File: config.mk
export PLATFORM = sky130hd
export DESIGN_NAME = mult_div_unit
export DESIGN_NICKNAME = d
export VERILOG_FILES = /design/src/rtl/mult_div_unit.sv
export SDC_FILE = /design/constraint.sdc
export NUM_CORES = 1
export LEC_CHECK = 0
export CAP_MARGIN = 30
export CORE_UTILIZATION = 60
export DETAILED_ROUTE_END_ITERATION = 7
export HOLD_SLACK_MARGIN = 0.06
export PLACE_DENSITY_LB_ADDON = 0.25
export SLEW_MARGIN = 20
export SYNTH_ARGS = -nofsm -noshare
export SYNTH_HDL_FRONTEND = slang
export SYNTH_SLANG_ARGS = --single-unit
File: constraint.sdc
create_clock -name clk -period 5.7 [get_ports clk]
set_clock_uncertainty 0.15 [all_clocks]
set_input_delay 1.425 -clock clk [delete_from_list [all_inputs] [get_ports clk]]
set_output_delay 1.425 -clock clk [all_outputs]
set_load 0.02 [all_outputs]
File: src/rtl/mult_div_unit.sv
// Multicycle signed multiply (radix-2 Booth) / divide (restoring) unit producing the HI/LO pair.
// A request runs 32 iterations, then one FIN cycle writes hi/lo and pulses done.
module mult_div_unit #(
  parameter int XLEN  = 32,
  parameter int CNT_W = 6
) (
  input  logic            clk,
  input  logic            reset,
  input  logic            start,
  input  logic            op,
  input  logic [XLEN-1:0] a,
  input  logic [XLEN-1:0] b,
  output logic [XLEN-1:0] hi,
  output logic [XLEN-1:0] lo,
  output logic            busy,
  output logic            done,
  output logic            div0
);

  typedef enum logic [1:0] {
    S_IDLE = 2'd0,
    S_MULT = 2'd1,
    S_DIV  = 2'd2,
    S_FIN  = 2'd3
  } state_t;

  localparam logic [CNT_W-1:0] LAST_CNT = CNT_W'(XLEN - 1);

  state_t           r_state;
  state_t           w_next;
  logic [CNT_W-1:0] r_cnt;
  logic [XLEN:0]    r_acc;
  logic [XLEN-1:0]  r_q;
  logic [XLEN-1:0]  r_m;
  logic             r_qm1;
  logic             r_op;
  logic             r_neg_q;
  logic             r_neg_r;
  logic             w_div0;
  logic             w_load;
  logic [XLEN:0]    w_m_ext;
  logic [XLEN:0]    w_sum;
  logic [XLEN:0]    w_shift;
  logic [XLEN:0]    w_trial;
  logic [XLEN-1:0]  w_a_mag;
  logic [XLEN-1:0]  w_b_mag;
  logic [XLEN-1:0]  w_q_fix;
  logic [XLEN-1:0]  w_r_fix;

  // One Booth add/subtract step, one restoring trial subtract, and the final sign fix-ups.
  // The Booth accumulator is one bit wider so -2^31 operands cannot overflow it.
  always_comb begin
    w_m_ext = {r_m[XLEN-1], r_m};
    case ({r_q[0], r_qm1})
      2'b01:   w_sum = r_acc + w_m_ext;
      2'b10:   w_sum = r_acc - w_m_ext;
      default: w_sum = r_acc;
    endcase
    w_shift = {r_acc[XLEN-1:0], r_q[XLEN-1]};
    w_trial = w_shift - {1'b0, r_m};
    w_a_mag = a[XLEN-1] ? -a : a;
    w_b_mag = b[XLEN-1] ? -b : b;
    w_q_fix = r_neg_q ? -r_q : r_q;
    w_r_fix = r_neg_r ? -r_acc[XLEN-1:0] : r_acc[XLEN-1:0];
  end

  // Next-state logic; a divide by zero is rejected in IDLE and only raises div0.
  always_comb begin
    w_next = r_state;
    w_div0 = 1'b0;
    w_load = 1'b0;
    case (r_state)
      S_IDLE: begin
        if (start) begin
          if (op && (b == {XLEN{1'b0}})) begin
            w_div0 = 1'b1;
          end else begin
            w_load = 1'b1;
            w_next = op ? S_DIV : S_MULT;
          end
        end else begin
          w_next = S_IDLE;
        end
      end
      S_MULT, S_DIV: begin
        if (r_cnt == LAST_CNT) begin
          w_next = S_FIN;
        end else begin
          w_next = r_state;
        end
      end
      S_FIN:   w_next = S_IDLE;
      default: w_next = S_IDLE;
    endcase
  end

  // State register.
  always_ff @(posedge clk or negedge reset) begin
    if (!reset) begin
      r_state <= S_IDLE;
    end else begin
      r_state <= w_next;
    end
  end

  // Operand latch and iteration datapath.
  always_ff @(posedge clk or negedge reset) begin
    if (!reset) begin
      r_cnt   <= {CNT_W{1'b0}};
      r_acc   <= {(XLEN+1){1'b0}};
      r_q     <= {XLEN{1'b0}};
      r_m     <= {XLEN{1'b0}};
      r_qm1   <= 1'b0;
      r_op    <= 1'b0;
      r_neg_q <= 1'b0;
      r_neg_r <= 1'b0;
    end else if (w_load) begin
      r_cnt   <= {CNT_W{1'b0}};
      r_acc   <= {(XLEN+1){1'b0}};
      r_qm1   <= 1'b0;
      r_op    <= op;
      r_neg_q <= a[XLEN-1] ^ b[XLEN-1];
      r_neg_r <= a[XLEN-1];
      r_q     <= op ? w_a_mag : b;
      r_m     <= op ? w_b_mag : a;
    end else if (r_state == S_MULT) begin
      r_acc <= {w_sum[XLEN], w_sum[XLEN:1]};
      r_q   <= {w_sum[0], r_q[XLEN-1:1]};
      r_qm1 <= r_q[0];
      r_cnt <= r_cnt + CNT_W'(1);
    end else if (r_state == S_DIV) begin
      if (!w_trial[XLEN]) begin
        r_acc <= w_trial;
        r_q   <= {r_q[XLEN-2:0], 1'b1};
      end else begin
        r_acc <= w_shift;
        r_q   <= {r_q[XLEN-2:0], 1'b0};
      end
      r_cnt <= r_cnt + CNT_W'(1);
    end
  end

  // Registered outputs; hi/lo only change in the FIN cycle.
  always_ff @(posedge clk or negedge reset) begin
    if (!reset) begin
      hi   <= {XLEN{1'b0}};
      lo   <= {XLEN{1'b0}};
      busy <= 1'b0;
      done <= 1'b0;
      div0 <= 1'b0;
    end else begin
      busy <= (w_next != S_IDLE);
      done <= (r_state == S_FIN);
      div0 <= w_div0;
      if (r_state == S_FIN) begin
        if (r_op) begin
          hi <= w_r_fix;
          lo <= w_q_fix;
        end else begin
          hi <= r_acc[XLEN-1:0];
          lo <= r_q;
        end
      end
    end
  end

endmodule

# Yosys cells after proc, flatten, opt, wreduce, memory -nomap -nowiden
# Cells that the tools add are included.
# W data, S select, Z words.
# totals
out_inout_bits	67
regBits	176
in_bits	68
word_cells	69
# classes
mux	33
n_reduce_logical	7
addsub	8
eq_ne	6
bitwise_logic	1
# op_table
operator	count
$mux W32	11
$mux W33	4
$neg A32 Y32	4
$pmux W33 S2	1
$add A33 B33 Y33	1
$sub A33 B32 Y33	1
$sub A33 B33 Y33	1
$logic_not A32 Y1	1
$mux W6	3
$mux W1	9
$mux W2	4
$add A6 B1 Y6 const B	1
$eq A2 B2 Y1 const B	3
$eq A6 B5 Y1 const B	1
$pmux W2 S3	1
$eq A2 B1 Y1 const B	2
$reduce_bool A2 Y1	2
$reduce_bool A3 Y1	1
$logic_not A2 Y1	1
$reduce_or A2 Y1	1
$logic_and A1 B1 Y1	1
$xor A1 B1 Y1	1

# Longest topological paths before layout
# Gate-level depths: netlist of run 1.
# depth
word_depth	6
ltp_mapped	23
ltp_nobuf	21

# Worst setup path before layout of run 1
# OpenSTA, ideal clock, no wires.
# synth_timing
path_kind	register to register
from	reg r_m[1]
to	reg r_acc[28]
required_time_ns	5.428
period_less_slack_ns	4.521
path_buffers	1
stages_incl_launch_ff	19
slack_ns	1.179
setup_time_ns	0.122
t_arrival_ns	4.250
path_cell_list	dfrtp_1 -> inv_1 -> ha_1 -> or3b_2 -> nor4_1 -> and2_1 -> clkbuf_1 -> a31oi_1 -> xnor2_1 -> ha_1 -> a21o_1 -> a21o_1 -> a221o_1 -> a31oi_1 -> o21ai_0 -> a31oi_1 -> o21bai_1 -> xnor2_1 -> a2111oi_1
# synth_between
elab_chain_len	5
elab_cells_between_ends	8
classes_between	add/sub: 3; mux: 5
# synth_lines
item	line	text
start, declared	34	logic [XLEN-1:0] r_m;
start signal, assigned	112	r_m <= {XLEN{1'b0}};
start signal, assigned	125	r_m <= op ? w_b_mag : a;
$sub A33 B32 Y33	60	w_trial = w_shift - {1'b0, r_m};
$mux W33	132	if (!w_trial[XLEN]) begin
$mux W33	131	end else if (r_state == S_DIV) begin
$mux W33 (*)	126	end else if (r_state == S_MULT) begin
$mux W33 (*)	117	end else if (w_load) begin
end signal, assigned	119	r_acc <= {(XLEN+1){1'b0}};
end signal, assigned	127	r_acc <= {w_sum[XLEN], w_sum[XLEN:1]};
end signal, assigned	133	r_acc <= w_trial;
end, declared	32	logic [XLEN:0] r_acc;
# Mark *: on every way between the ends. The rest lies on a longest branch, timed or not. The select of a mux whose other input is x is not followed.
# A chain may end at the register's enable or synchronous reset.

# Worst setup path in the final report of run 1
# layout_timing
from	reg r_q[31]
to	reg r_acc[17]
# layout_between
elab_chain_len	5
# layout_lines
item	line	text
start, declared	33	logic [XLEN-1:0] r_q;
start signal, assigned	111	r_q <= {XLEN{1'b0}};
start signal, assigned	124	r_q <= op ? w_a_mag : b;
start signal, assigned	128	r_q <= {w_sum[0], r_q[XLEN-1:1]};
$sub A33 B32 Y33	60	
$mux W33	132	
$mux W33	131	
$mux W33	126	
$mux W33	117	
# No other way between the ends. The select of a mux whose other input is x is not followed.

==> results.md, run 1 <==
- Grt ovf: 0
- Final Hold Viols: 0
- Num CTS Buffers: 17
- Initial core utilization: 61.0%
- DR iter-0 viols: 1697
- Detailed placement HPWL: 38100 µm
- Distinct cells, synth: 64
- Io pins: 135
- Slowest stage cell, crit path: or4_1
- Gate Count Post-Synth: 1952
- Max-Cap Viols: 0
- Hold-fix buffers, CTS: 0
- Vias/cell: 6.45
- Levels on crit path: 21
- Cell class contributing the biggest share of worst-path delay: compound AO/OA/AOI/OAI gates
- R2R Setup Slk: 370 ps
- Part of the power in registers: 23.8%
- Sink Count: 176
- Leak: 7.34 nW
- Mean Syn Cell Area: 7.82 µm²
- Hold Path Class: reg2reg
- Unrepaired setup endpoints after global routing: false
- WL/cell: 21.3 µm
- Async S/R FF share, synth: 100%
- Top cells by area, synth: dfrtp_1, a21oi_1, ha_1, xor2_1, xnor2_1
- Core region area: 0.0250 mm²
- Antenna-violating nets left: 0
- Post-Route WL: 50400 µm
- Design area: 0.0176 mm²
- Seq/Total Area, Yosys: 28.8%
- CTS H-tree depth: 4
- P_int: 0.00396 W
- Antenna violations before repair: 0
- First-pass GRT wire length: 78200 µm
- Area growth syn-to-layout: 15.3%
- VDD IR max: 0.000325 V
- Crit end category: flop
- Yosys top cell by area: dfrtp_1
- Worst Hold Depth: 1
- Setup violations, final: 0
- Yosys reg bits: 176
- Root Driver: clkbuf_16
- Cells on worst reg2reg path: 21
- Worst setup SP type: flop
- Post-Syn Area: 0.0153 mm²
- Status: finished, final reports clean
- YS warnings: 0
- Synthesized net count: 2098
- First-pass DRT Iterations: 7
- Post-CTS Resized: 0
- Number of global-route vias before repair: 14200
- GRT Resource Usage Total: 38.4%
- Final worst path period share: 93.5%
- Final design utilization: 70.3%
- Comb power frac: 59.5%
- Worst-Margin Slew: 865 ps
- Row cnt: 58
- Proportion of layout cells with a drive suffix above 1: 5.58%
- WS Path Type: reg2reg
- Slew Limit Fails: 0
- Cell Area, Placed: 0.0170 mm²
- DRC viols: 0
- Critical Path Fanout Max: 20
- Gp weighted congestion: 1.01
- CP required: 5920 ps
- # Post-CTS Setup Buffers: 0
- Setup_tns: 0 ps
- # diodes: 0
- Clock tree from TritonCTS: built
- Share of the synthesized area in the top cell type: 28.8%
- Critical-path cell list: inv_1 -> ha_1 -> inv_1 -> fa_1 -> a211oi_1 -> o211ai_1 -> a2111oi_0 -> buf_4 -> o32a_1 -> o21a_1 -> o21bai_1 -> a21oi_1 -> nor2b_1 -> o21ai_0 -> nand2b_1 -> ha_1 -> buf_12 -> o21ai_0 -> a21oi_1 -> or4_1 -> o21ai_1
- Rel. slew slack: 42.2%
- CP Data Arrival Time: 5540 ps
- Largest net degree at the start of global routing: 79
- Period minus WS final: 5330 ps
- Clock latency on the worst-skew pair: 450 ps
- F_max: 188 MHz
- Worst path buffer plus inverter count: 4
- Main synth FF type: dfrtp_1
- CTS max path bufs: 2
- Die height: 162 µm
- Switching share of power: 48.1%
- Vias: 15300
- Clk network pwr share: 16.7%
- IO buf count: 134
- Final net count: 2175
- Post-synth EDFFs: 0
- Psw: 0.00367 W
- Die Wd: 162 µm
- PwrDens: 433 mW/mm²
- Die ar.: 0.0261 mm²
- Clock transition at path regs: 90 ps
- Max incr delay on CP: 480 ps
cells in the final DEF (no fill, tap or decap), types with 20 or more instances in the layout:
cell type	instances
nand3_1	22
xnor2_1	102
a31oi_1	20
nor3_1	27
inv_1	72
dfrtp_1	176
a21oi_1	218
ha_1	73
a211oi_1	36
xor2_1	107
buf_4	45
nor4_1	22
clkdlybuf4s50_1	132
a21o_1	35
o211ai_1	61
mux2i_1	60
o31ai_1	23
nand2_1	176
o21ai_0	153
nor2_1	223
layer usage:
layer  vias up  global-route usage (%)  routed length, µm  share of wire (%)
li1       7147                       -                  -                  -
met1      7206                    53.7              21500                 43
met2       832                    59.0              22300                 44
met3       121                    6.73               4870                9.7
met4         0                    14.9               1720                3.4
met5         -                       0                  0                  0
kinds of logic (layout without fill, tap and decap cells):
kind of cell    Yosys count  after routing  synth area share [%]
flops                   176            176                  28.8
buf+inv                 196            286                  4.91
xor+xnor                209            209                  12.0
mux                      74             74                  4.97
compound gates          638            638                  25.5
simple gates            581            581                  17.3
fa+ha+maj                78             78                  6.49
worst register-to-register path, cell delays in order (launching register included):
cell and delay [ps]:
dfrtp_1 440, inv_1 210, ha_1 220, inv_1 60
fa_1 440, a211oi_1 410, o211ai_1 190, a2111oi_0 420
buf_4 210, o32a_1 220, o21a_1 180, o21bai_1 120
a21oi_1 180, nor2b_1 50, o21ai_0 140, nand2b_1 80
ha_1 400, buf_12 220, o21ai_0 280, a21oi_1 70
or4_1 480, o21ai_1 90
flip-flops by register name, summed over array words and instances (netlist names), 2 cells and up:
| register | count |
|---|---|
| r_q | 32 |
| lo | 32 |
| r_cnt | 6 |
| hi | 32 |
| r_state | 2 |
| r_m | 32 |
| r_acc | 33 |
final cells by class:
type / count / area (µm²)
Multi-Input combinational cell: 1580 / 10200
Fill cell: 2098 / 7430
Sequential cell: 176 / 4400
Timing Repair Buffer: 181 / 1730
Clock buffer: 17 / 425
Tap cell: 330 / 413
Inverter: 73 / 274
Clock inverter: 15 / 199
synth_stat cells (10+ instances only):
| cell type | n |
|---|---|
| nor3_1 | 27 |
| o31ai_1 | 23 |
| a211oi_1 | 36 |
| o21ai_0 | 153 |
| buf_1 | 14 |
| buf_2 | 11 |
| a21o_1 | 35 |
| o211ai_1 | 61 |
| or3_1 | 18 |
| nand2_1 | 176 |
| ha_1 | 76 |
| nand2b_1 | 14 |
| inv_1 | 72 |
| nor4_1 | 22 |
| nand4_1 | 15 |
| nor2_1 | 223 |
| a31oi_1 | 20 |
| nor2b_1 | 11 |
| and2_1 | 10 |
| o21bai_1 | 15 |
| or4_1 | 15 |
| mux2_2 | 14 |
| xor2_1 | 107 |
| dfrtp_1 | 176 |
| o41ai_1 | 13 |
| nand3_1 | 22 |
| mux2i_1 | 60 |
| xnor2_1 | 102 |
| a21oi_1 | 218 |
| clkbuf_1 | 98 |
worst paths after layout:
kind | from | to
worst max-delay path | r_q[31] | r_acc[17]
worst min-delay path | lo[21] | lo[21]
worst max register to register | r_q[31] | r_acc[17]
worst min register to register | lo[21] | lo[21]
max in group asynchronous | reset | r_q[2]
min in group asynchronous | reset | hi[10]
stage by stage:
step | instances | power (W) | worst slack, ps | hold slack [ps]
after global routing | 2372 | 0.00808 | 165 | 383
after detailed placement | 2340 | 0.00623 | 370 | 347
after floorplan | 1952 | 0.00486 | 1180 | 313
after global placement | 2340 | 0.00616 | 418 | 339
final | 2372 | 0.00762 | 372 | 363
after CTS | 2372 | 0.00751 | 536 | 365
power by group through the flow:
stage	Clock (W)	Combinational [W]	Sequential [W]
3_5_place_dp	0	0.00440	0.00182
5_1_grt	0.00132	0.00493	0.00183
2_1_floorplan	0	0.00306	0.00181
3_3_place_gp	0	0.00435	0.00181
6_report	0.00127	0.00454	0.00181
4_1_cts	0.00127	0.00444	0.00180
Power figures use the tool's default switching activity.
==> inputs of run 2 (changes only) <==
--- a/config.mk
+++ b/config.mk
@@ -6,7 +6,7 @@
 export NUM_CORES = 1
 export LEC_CHECK = 0
 export CAP_MARGIN = 30
-export CORE_UTILIZATION = 60
+export CORE_UTILIZATION = 30
 export DETAILED_ROUTE_END_ITERATION = 7
 export HOLD_SLACK_MARGIN = 0.06
 export PLACE_DENSITY_LB_ADDON = 0.25
==> run 2 against run 1 <==
- global-route usage down 16 points
- design area up 2.7%
- largest cell class unchanged
- fmax down 1.7%
- critical path type unchanged
- critical path depth unchanged
- die area up 99%
- power up 0.78%
- via count down 1.8%
- wire length up 15%
- first-iteration DRC count down 9.4%
- worst setup slack worse by 90 ps
- utilization down 34 points
- non-clock buffer count up 10
==> results.md, run 2 (synthesis results as in run 1) <==
- Status: finished, final reports clean (unchanged)
- Largest register FFs: 33 (unchanged)
- Worst setup margin: 282 ps (was 372 ps)
- Worst Setup SP: r_q[31] (unchanged)
- WS Path Type: reg2reg (unchanged)
- Root Driver: clkbuf_16 (unchanged)
- Vias/cell: 5.52 (was 6.45)
- # Post-CTS Setup Buffers: 0 (unchanged)
- Power Total: 0.00768 W (was 0.00762 W)
- CP required: 5870 ps (was 5920 ps)
- Die Wd: 228 µm (was 162 µm)
- Io pins: 135 (unchanged)
- Max-Cap Viols: 0 (unchanged)
- Post-Route WL: 58100 µm (was 50400 µm)
- F_max: 185 MHz (was 188 MHz)
- Slew Limit Fails: 0 (unchanged)
- Leak: 7.38 nW (was 7.34 nW)
- Setup_tns: 0 ps (unchanged)
- Area growth syn-to-layout: 18.4% (was 15.3%)
- CTS H-tree depth: 4 (unchanged)
- First-pass GRT wire length: 87800 µm (was 78200 µm)
- Gp weighted congestion: 0.967 (was 1.01)
- # diodes: 0 (unchanged)
- Final net count: 2185 (was 2175)
- Clock latency on the worst-skew pair: 470 ps (was 450 ps)
- Period minus WS final: 5420 ps (was 5330 ps)
- Grt ovf: 0 (unchanged)
- Num CTS Buffers: 17 (unchanged)
- GRT Resource Usage Total: 22.5% (was 38.4%)
- Vias: 15000 (was 15300)
- Most frequent cells in the layout: nor2_1, a21oi_1, nand2_1, dfrtp_1, o21ai_0 (unchanged)
- Core region area: 0.0502 mm² (was 0.0250 mm²)
- CTS max path bufs: 2 (unchanged)
- Setup violations, final: 0 (unchanged)
- Placed cells: 2691 (was 2340)
- Clock transition at path regs: 80 ps (was 90 ps)
- WL/cell: 21.3 µm (about the same)
- Fin cells: 2724 (was 2372)
- Initial core utilization: 30.4% (was 61.0%)
- Worst reg2reg startpoint: r_q[31] (unchanged)
- Worst setup SP type: flop (unchanged)
- Hold Path Class: reg2reg (unchanged)
- VDD IR max: 0.000215 V (was 0.000325 V)
- HP Start: hi[26] (was lo[21])
- Commonest non-fill, non-tap cell in the layout: nor2_1 (unchanged)
- PwrDens: 425 mW/mm² (was 433 mW/mm²)
- Setup WS pre-CTS: 326 ps (was 370 ps)
- Proportion of layout cells with a drive suffix above 1: 5.99% (was 5.58%)
- Final Hold Viols: 0 (unchanged)
- Worst-Margin Slew: 858 ps (was 865 ps)
- DR iter-0 viols: 1537 (was 1697)
- Clock tree from TritonCTS: built (unchanged)
- CP Data Arrival Time: 5590 ps (was 5540 ps)
- Hold-fix buffers, CTS: 0 (unchanged)
- R2R Setup Slk: 280 ps (was 370 ps)
- Antenna violations before repair: 1 (was 0)
- Final worst path period share: 95.1% (was 93.5%)
- Unrepaired setup endpoints after global routing: false (unchanged)
- Design area: 0.0181 mm² (was 0.0176 mm²)
- Die ar.: 0.0518 mm² (was 0.0261 mm²)
- Die height: 228 µm (was 162 µm)
- IO buf count: 134 (unchanged)
- Critical Path Fanout Max: 6 (was 20)
- Antenna-violating nets left: 0 (unchanged)
- DRC viols: 0 (unchanged)
- Sink Count: 176 (unchanged)
- Rel. slew slack: 42.7% (was 42.2%)
- Number of global-route vias before repair: 14200 (about the same)
- First-pass DRT Iterations: 7 (unchanged)
- Detailed placement HPWL: 45000 µm (was 38100 µm)
- Cell Area, Placed: 0.0174 mm² (was 0.0170 mm²)
- Largest net degree at the start of global routing: 78 (was 79)
- Row cnt: 82 (was 58)
- Biggest register: r_acc (unchanged)
- Crit end category: flop (unchanged)
## run 2: cell types whose count changed in the layout (fill, tap and decap cells not counted), sizes merged
cell,previous run,this run
buf,49,58
clkinv,6,10
inv,80,77
clkdlybuf4s18,0,1
clkinvlp,1,0
## run 2: layer usage
metal | part of all wire [%] | global-route usage [%] | vias up
li1 | - | - | 7175
met1 | 46 | 31.6 | 7246
met2 | 45 | 34.8 | 542
met3 | 6.6 | 4.18 | 62
met4 | 2.5 | 6.95 | 0
met5 | 0 | 0 | -
## run 2: layout make-up
cell class              instances  area [µm²]
multi-input cells            1580       10200
inverters                      73         274
clock buffers                  17         425
clock inverters                15         180
repair buffers                191        1800
well taps                     672         841
flip-flops and latches        176        4400
fillers                      5127       32100
## run 2: timing repair
item,CTS,global route
setup endpoints to repair,0,3
hold endpoints to repair,0,0
resized for setup,0,2
## run 2: worst max-delay path: stages (launching register included)
cell       delay (ps)
dfrtp_1           430
inv_1             140
ha_1              200
inv_1              70
fa_1              420
a211oi_1          370
o211ai_1          230
a2111oi_1         690
o32a_1            310
o21a_1            180
o21bai_1          110
a21oi_1           180
nor2b_1            60
o21ai_0           150
nand2b_1           80
ha_1              480
inv_1             100
buf_4             170
nor2_1            370
a21oi_1           130
nand2_1           130
a221oi_1           90
## run 2: final timing paths
path | endpoint | cells past startpoint
max | r_acc[30] | 21
min | hi[26] | 1
max reg2reg | r_acc[30] | 21
min reg2reg | hi[26] | 1
max in group asynchronous | hi[26] | 2
min in group asynchronous | r_acc[8] | 1
## run 2: where the power goes
group          switching [W]  internal (W)  leakage [nW]  total, W
logic                0.00276       0.00184          4.92   0.00461
clock network       0.000612      0.000626         0.297   0.00124
registers           0.000356       0.00148          2.16   0.00184
total                0.00373       0.00395          7.38   0.00768
## run 2: stage by stage
stage | hold WS [ps] | utilization (%)
floorplan | 313 | -
global placement | 343 | 34.7
detailed placement | 347 | 34.8
CTS | 363 | 36.0
global route | 373 | 36.0
finish | 357 | 36.0
==> inputs of run 3 (changes only) <==
--- a/config.mk
+++ b/config.mk
@@ -7,6 +7,7 @@
 export LEC_CHECK = 0
 export CAP_MARGIN = 30
 export CORE_UTILIZATION = 30
+export CTS_CLUSTER_SIZE = 10
 export DETAILED_ROUTE_END_ITERATION = 7
 export HOLD_SLACK_MARGIN = 0.06
 export PLACE_DENSITY_LB_ADDON = 0.25
==> results of run 3 <==
Final layout, timing and power as in run 2 (identical DEF).
